`src/rtl/controle_escrita_mem.sv`:
```
// Store-path engine: full-word stores go straight to memory, byte/halfword
// stores do a read-modify-write against a word-wide synchronous memory.
module controle_escrita_mem #(
    parameter int LAT_LEITURA = 1,
    parameter int LARGURA_END = 32
) (
    input  logic                   clk,
    input  logic                   rst_n,
    input  logic                   req_valido,
    output logic                   req_pronto,
    input  logic [LARGURA_END-1:0] endereco,
    input  logic [31:0]            dadoReg,
    input  logic [1:0]             tamanho,
    output logic [LARGURA_END-1:0] mem_end,
    output logic                   mem_le,
    input  logic [31:0]            mem_lerDado,
    output logic                   mem_escreve,
    output logic [31:0]            mem_escreveDado,
    output logic                   concluido,
    output logic                   erro
);

    typedef enum logic [2:0] {
        OCIOSO,
        LEITURA,
        ESPERA,
        ESCRITA,
        ERRO
    } estado_t;

    localparam logic [1:0] TAM_BYTE = 2'b00;
    localparam logic [1:0] TAM_MEIA = 2'b01;
    localparam logic [1:0] TAM_PALAVRA = 2'b10;

    estado_t     estado, prox_estado;
    logic [1:0]  pos_q;
    logic [15:0] dado_q;
    logic [1:0]  tam_q;
    logic [1:0]  cnt;
    logic        aceita;
    logic        req_erro;
    logic        ultimo_ciclo;
    logic [31:0] dado_mesclado;

    assign aceita       = req_valido && (estado == OCIOSO);
    assign ultimo_ciclo = (cnt == 2'(LAT_LEITURA - 1));

    // Misaligned halfword/word or reserved size is rejected without touching memory.
    assign req_erro = (tamanho == 2'b11)
                   || ((tamanho == TAM_MEIA) && endereco[0])
                   || ((tamanho == TAM_PALAVRA) && (endereco[1:0] != 2'b00));

    // NOTE: every combinational output gets a default first so no path infers a latch.
    always_comb begin
        dado_mesclado = mem_lerDado;
        if (tam_q == TAM_MEIA) begin
            if (pos_q[1]) dado_mesclado[31:16] = dado_q;
            else          dado_mesclado[15:0]  = dado_q;
        end else begin
            case (pos_q)
                2'd0:    dado_mesclado[7:0]   = dado_q[7:0];
                2'd1:    dado_mesclado[15:8]  = dado_q[7:0];
                2'd2:    dado_mesclado[23:16] = dado_q[7:0];
                default: dado_mesclado[31:24] = dado_q[7:0];
            endcase
        end
    end

    // NOTE: sequential state uses non-blocking assignments so all flops update together.
    always_ff @(posedge clk or negedge rst_n) begin
        if (!rst_n) estado <= OCIOSO;
        else        estado <= prox_estado;
    end

    always_comb begin
        prox_estado = estado;
        case (estado)
            OCIOSO: begin
                if (req_valido) begin
                    if (req_erro)                    prox_estado = ERRO;
                    else if (tamanho == TAM_PALAVRA) prox_estado = ESCRITA;
                    else                             prox_estado = LEITURA;
                end
            end
            LEITURA: prox_estado = ESPERA;
            ESPERA:  if (ultimo_ciclo) prox_estado = ESCRITA;
            ESCRITA: prox_estado = OCIOSO;
            ERRO:    prox_estado = OCIOSO;
            default: prox_estado = OCIOSO;
        endcase
    end

    always_comb begin
        req_pronto  = 1'b0;
        mem_le      = 1'b0;
        mem_escreve = 1'b0;
        concluido   = 1'b0;
        erro        = 1'b0;
        case (estado)
            OCIOSO:  req_pronto = 1'b1;
            LEITURA: mem_le     = 1'b1;
            ESCRITA: begin
                mem_escreve = 1'b1;
                concluido   = 1'b1;
            end
            ERRO:    erro = 1'b1;
            default: ;
        endcase
    end

    // NOTE: data registers are reset too, so an aborted request leaves no stale address or data.
    always_ff @(posedge clk or negedge rst_n) begin
        if (!rst_n) begin
            pos_q           <= '0;
            dado_q          <= '0;
            tam_q           <= '0;
            cnt             <= '0;
            mem_end         <= '0;
            mem_escreveDado <= '0;
        end else begin
            if (aceita) begin
                pos_q  <= endereco[1:0];
                dado_q <= dadoReg[15:0];
                tam_q  <= tamanho;
                cnt    <= '0;
                if (!req_erro) mem_end <= {endereco[LARGURA_END-1:2], 2'b00};
                if (!req_erro && (tamanho == TAM_PALAVRA)) mem_escreveDado <= dadoReg;
            end
            // Read data is sampled at the end of the last wait cycle.
            if (estado == ESPERA) begin
                cnt <= cnt + 2'd1;
                if (ultimo_ciclo) mem_escreveDado <= dado_mesclado;
            end
        end
    end

    logic unused_tam;
    assign unused_tam = (TAM_BYTE == 2'b00);

endmodule

```
`config.mk`:
```
export PLATFORM = sky130hd
export DESIGN_NAME = controle_escrita_mem
export DESIGN_NICKNAME = d
export VERILOG_FILES = /design/src/rtl/controle_escrita_mem.sv
export SDC_FILE = /design/constraint.sdc
export NUM_CORES = 1
export LEC_CHECK = 0
export CAP_MARGIN = 5
export CORE_MARGIN = 4
export CORE_UTILIZATION = 48
export CTS_CLUSTER_SIZE = 40
export DETAILED_ROUTE_END_ITERATION = 7
export DONT_BUFFER_PORTS = 1
export PLACE_DENSITY = 0.69
export SETUP_SLACK_MARGIN = 0.15
export SLEW_MARGIN = 25
export SYNTH_ARGS = -nofsm -noshare
export SYNTH_HDL_FRONTEND = slang
export SYNTH_SLANG_ARGS = --single-unit
```
`constraint.sdc`:
```
create_clock -name clk -period 2.2 [get_ports clk]
set_input_delay 0.44 -clock clk [delete_from_list [all_inputs] [get_ports clk]]
set_output_delay 0.44 -clock clk [all_outputs]
set_load 0.02 [all_outputs]
```
# Word-level counts from Yosys, hierarchy flattened
# Index checks and enable logic that the tools add are counted.
# W data, S select, Z words.
word_totals:
  reg_bits: 87
  out_inout_bits: 69
op_classes:
  addsub: 1
  eq_ne: 12
  mux: 22
  bitwise: 1
  reduce_logical: 15
op_table:
  columns: ["cell", "count"]
  rows:
  - ["$mux W32", 5]
  - ["$mux W16", 2]
  - ["$mux W8", 4]
  - ["$mux W3", 3]
  - ["$pmux W3 S3", 1]
  - ["$eq A2 B1 Y1 const B", 3]
  - ["$eq A2 B2 Y1 const B", 3]
  - ["$eq A3 B2 Y1 const B", 2]
  - ["$mux W2", 3]
  - ["$logic_and A1 B1 Y1", 4]
  - ["$logic_not A2 Y1", 2]
  - ["$mux W1", 4]
  - ["$ne A2 B2 Y1 const B", 2]
  - ["$reduce_and A2 Y1", 2]
  - ["$reduce_bool A2 Y1", 2]
  - ["$eq A3 B1 Y1 const B", 1]
  - ["$eq A3 B3 Y1 const B", 1]
  - ["$logic_not A3 Y1", 1]
  - ["$reduce_or A3 Y1", 1]
  - ["$add A2 B1 Y2 const B", 1]
  - ["$logic_or A1 B1 Y1", 2]
  - ["$logic_not A1 Y1", 1]
  - ["$not A1 Y1", 1]

# Depth between registers and ports, before layout
logic_depth:
  ltp_word: 10
  ltp_mapped: 7
  mapped_depth_nobuf: 6

# Least setup slack after synthesis
# No wires, ideal clock.
synth_path:
  path_kind: "reg2reg"
  startpoint: "register estado[0]"
  endpoint: "register dado_q[14]"
  arrival_ns: 1.641
  t_required_ns: 2.075
  setup_slack_ns: 0.434
  stages_incl_launch_ff: 5
  cell_sequence: "dfrtp_1 -> buf_2 -> nor4b_4 -> buf_2 -> mux2_2"
synth_via:
  elab_chain_len: 2
synth_rtl:
  columns: ["item", "line", "text"]
  rows:
  - ["start: declaration", "35", "estado_t estado, prox_estado;"]
  - ["start signal: assignment", "72", "else estado <= prox_estado;"]
  - ["$logic_not A3 Y1", "45", "assign aceita = req_valido && (estado == OCIOSO);"]
  - ["$logic_and A1 B1 Y1", "45", null]
  - ["end signal: assignment", "123", "dado_q <= dadoReg[15:0];"]
  - ["end: declaration", "37", "logic [15:0] dado_q;"]
# No other way between the ends.
# A chain may end at the register's enable or synchronous reset.

# Final worst setup path
layout_path:
  startpoint: "register estado[0]"
  endpoint: "register mem_escreveDado[7]"
layout_via:
  elab_chain_len: 5
  word_cells_on_any_way: 6
  classes_between: "eq/ne: 1; mux: 3; reduce/logical: 2"
layout_rtl:
  columns: ["item", "line", "text"]
  rows:
  - ["$logic_not A3 Y1", "45", null]
  - ["$logic_and A1 B1 Y1", "45", null]
  - ["$mux W32", "121", "if (aceita) begin"]
  - ["$mux W32", "132", "if (ultimo_ciclo) mem_escreveDado <= dado_mesclado;"]
  - ["$mux W32 (*)", "130", "if (estado == ESPERA) begin"]
  - ["end signal: assignment", "127", "if (!req_erro && (tamanho == TAM_PALAVRA)) mem_escreveDado <= dadoReg;"]
  - ["end signal: assignment", "132", null]
  - ["end: declaration", "18", "output logic [31:0] mem_escreveDado,"]
# Every way passes the cells marked *; elsewhere a longest branch is shown, timed or not.

==> flow_summary.ini <==
[yosys]
yosys.area.top_type_share = 0.507
avgSynthCellArea_um2 = 13.1
ys_types = 35
synthTopCellsByArea = dfrtp_1 (51%), mux2i_1 (15%), mux2_4 (10%), mux2_2 (4.7%), a221oi_1 (2.9%)
yosysSeqAreaShare = 0.507
syn_area_um2 = 4300
yosysTopAreaCell = dfrtp_1
ys_ff_latch = 87
ys_warn_count = 0
postSynthCellCount = 327

[cells_and_area]
drive_above_1_share = 0.259
nets = 433
seq_area_um2 = 2180
antenna_cells = 0
multi_input_area_um2 = 1950
fillers = 749
final_util = 0.531
fin_area_um2 = 4630
final_cell_mix = dfrtp_1 (87), mux2i_1 (66), mux2_4 (30), mux2_2 (18)
layout.cells.most_common = dfrtp_1
syn_to_final_growth_pct = 7.75

[route]
drc = 0
vias = 2675
maxUsedRoutingLayer = met4
antenna_left = 0
dr_wl_met2_um = 4580
wl_met1_um = 3750
dr_wl_met3_um = 1130
drt_pass1_iterations = 4
routedWlPerCell_um = 21.8
drt-initial-drc-count = 72
routed_wl_um = 9660
vias_per_cell = 6.02

[sta]
fmax_mhz = 525
skew_ns = 0.0150
worst-slew-pin-transition_ns = 0.586
post-route-min-period_ns = 1.90
finalMaxSlewViolations = 0
slew_headroom = 0.606
holdWs_ns = -0.225
rsz0062_at_grt = false
setup_tns_ns = 0
setup_viol = 0
hold_viol = 87
period_share = 0.866

[floorplan]
core_area_um2 = 8720
rows = 34
die_w_um = 103
die-area_um2 = 10500
initial_core_util = 0.493
ios = 170
die_y_um = 103

[clock_tree]
cts_root_buffer = clkbuf_8
cts_buffers = 9
clkTransAtPathRegs_ns = 0.10
h-tree-depth = 3
clkSinkCount = 87
cts_tree = built
insertion_delay_ns = 0.36
clock_path_buffers = 2

[global_routing]
grt_pass1_vias = 2824
grt_pass1_wl_um = 14400
grt_usage = 0.181
antenna_found_initial = 0
grt_overflow = 0
grt_max_degree = 88

[power]
intPower_uw = 4420
seqPwrFrac = 0.499
pwr-share-comb = 0.347
p_clk_frac = 0.154
p_switching_uw = 3240
p_per_area_nw_per_um2 = 1660
power_uw = 7670
ir_drop_mv = 0.717
leakagePower_uw = 0.00229
switching_share = 0.423

[outcome]
violations = hold timing
outcome = finished, violations left

[hold_path]
hold_path.class = in -> async

[job]
drv_cap = 0

[critical_path]
crit_path_start_kind = flop
cp-end-kind = flop
path_cells = nor4b_4 > buf_12 > nand2_4 > buf_4 > mux2i_1 > mux2i_1
arrival_ns = 2.14
crit_slowest_cell = dfrtp_1
critical_path_class = reg -> reg
slowest_delay_ns = 0.50
path_common_cell = mux2i_1
cp.required_ns = 2.43
worst-path-max-fanout = 24

[placement]
place_congestion = 0.798
placed_cell_area_um2 = 4410
hpwl_um = 7050
io_buffers = 0
state kept, by name, indices dropped and copies added, names as in the netlist:
signal	count
mem_escreveDado	32
dado_q	16
pos_q	2
estado	3
cnt	2
tam_q	2
mem_end	30
metal layers:
| layer | GRT usage | up-vias |
|---|---|---|
| met5 | 0 | - |
| met4 | 0.0817 | 0 |
| met3 | 0.0683 | 15 |
| met2 | 0.293 | 145 |
| met1 | 0.216 | 1314 |
| li1 | - | 1201 |
area by class of cell:
cell class                      count  area share
Timing Repair Buffer               17      0.0303
Multi-Input combinational cell    212       0.421
Sequential cell                    87       0.470
Tap cell                          108      0.0292
Clock inverter                      6      0.0160
Inverter                            4     0.00324
Clock buffer                       10      0.0297
repair_timing:
| item | 4_1_cts | 5_1_grt |
|---|---|---|
| gates resized for setup | 0 | 1 |
| setup endpoints to repair | 0 | 1 |
| hold endpoints to repair | 87 | 87 |
| buffers inserted | 0 | 0 |
worst max-delay path: cells and delay by family (launching register included):
kind / cells / cell delay, ns
multiplexers: 2 / 0.29
buffers and inverters: 2 / 0.49
flip-flops: 1 / 0.50
AND/OR/NAND/NOR: 2 / 0.50
final timing paths:
| kind | end | cells after the start | startpoint | slack (ns) |
|---|---|---|---|---|
| min in group clk | pos_q[0] | 2 | endereco[0] | 0.21 |
| min reg2reg | cnt[0] | 1 | cnt[0] | 0.49 |
| max reg2reg | mem_escreveDado[7] | 6 | estado[0] | 0.30 |
| max in group asynchronous | mem_end[18] | 0 | rst_n | 2.26 |
| min | mem_escreveDado[23] | 0 | rst_n | -0.22 |
| max | mem_escreveDado[7] | 6 | estado[0] | 0.30 |
metrics by stage:
stage,instances,setup slack [ns]
floorplan,328,0.434
global placement,428,0.369
detailed placement,428,0.293
CTS,444,0.278
global route,444,0.161
finish,444,0.296
logic make-up (layout without fill, tap and decap cells):
kind of cell | Yosys count | in the layout | share of synthesized area
mux | 114 | 114 | 0.306
flops | 87 | 87 | 0.507
compound gates | 53 | 53 | 0.0804
simple gates | 42 | 42 | 0.0620
buf+inv | 29 | 37 | 0.0411
fa+ha+maj | 1 | 1 | 0.00291
other cells | 1 | 2 | 0.000873
power by group through the flow:
stage	Sequential (uW)	Combinational (uW)	Clock, uW
2_1_floorplan	3580	2240	0
3_3_place_gp	3840	2580	0
3_5_place_dp	3850	2680	0
4_1_cts	3840	2680	1220
5_1_grt	3950	2920	1280
6_report	3830	2660	1180
synthesized netlist by cell type:
cell type	instances
dfrtp_1	87
mux2i_1	66
mux2_4	30
mux2_2	18
a21oi_1	16
a221oi_1	14
o21ai_0	14
nand2_1	12
clkbuf_1	8
nand3b_1	8
buf_2	6
buf_6	6
nor2_1	6
buf_4	4
a32o_1	3
inv_1	3
nand2b_1	3
a211oi_1	2
and2_1	2
nand2_4	2
nor3b_1	2
o21ai_1	2
a21oi_2	1
and3_1	1
and3b_1	1
buf_1	1
clkinv_1	1
conb_1	1
ha_1	1
nand4bb_1	1
nor2b_1	1
nor3_1	1
nor4b_1	1
nor4b_4	1
o21ai_2	1
No activity file was read; power rests on OpenSTA's default activity.
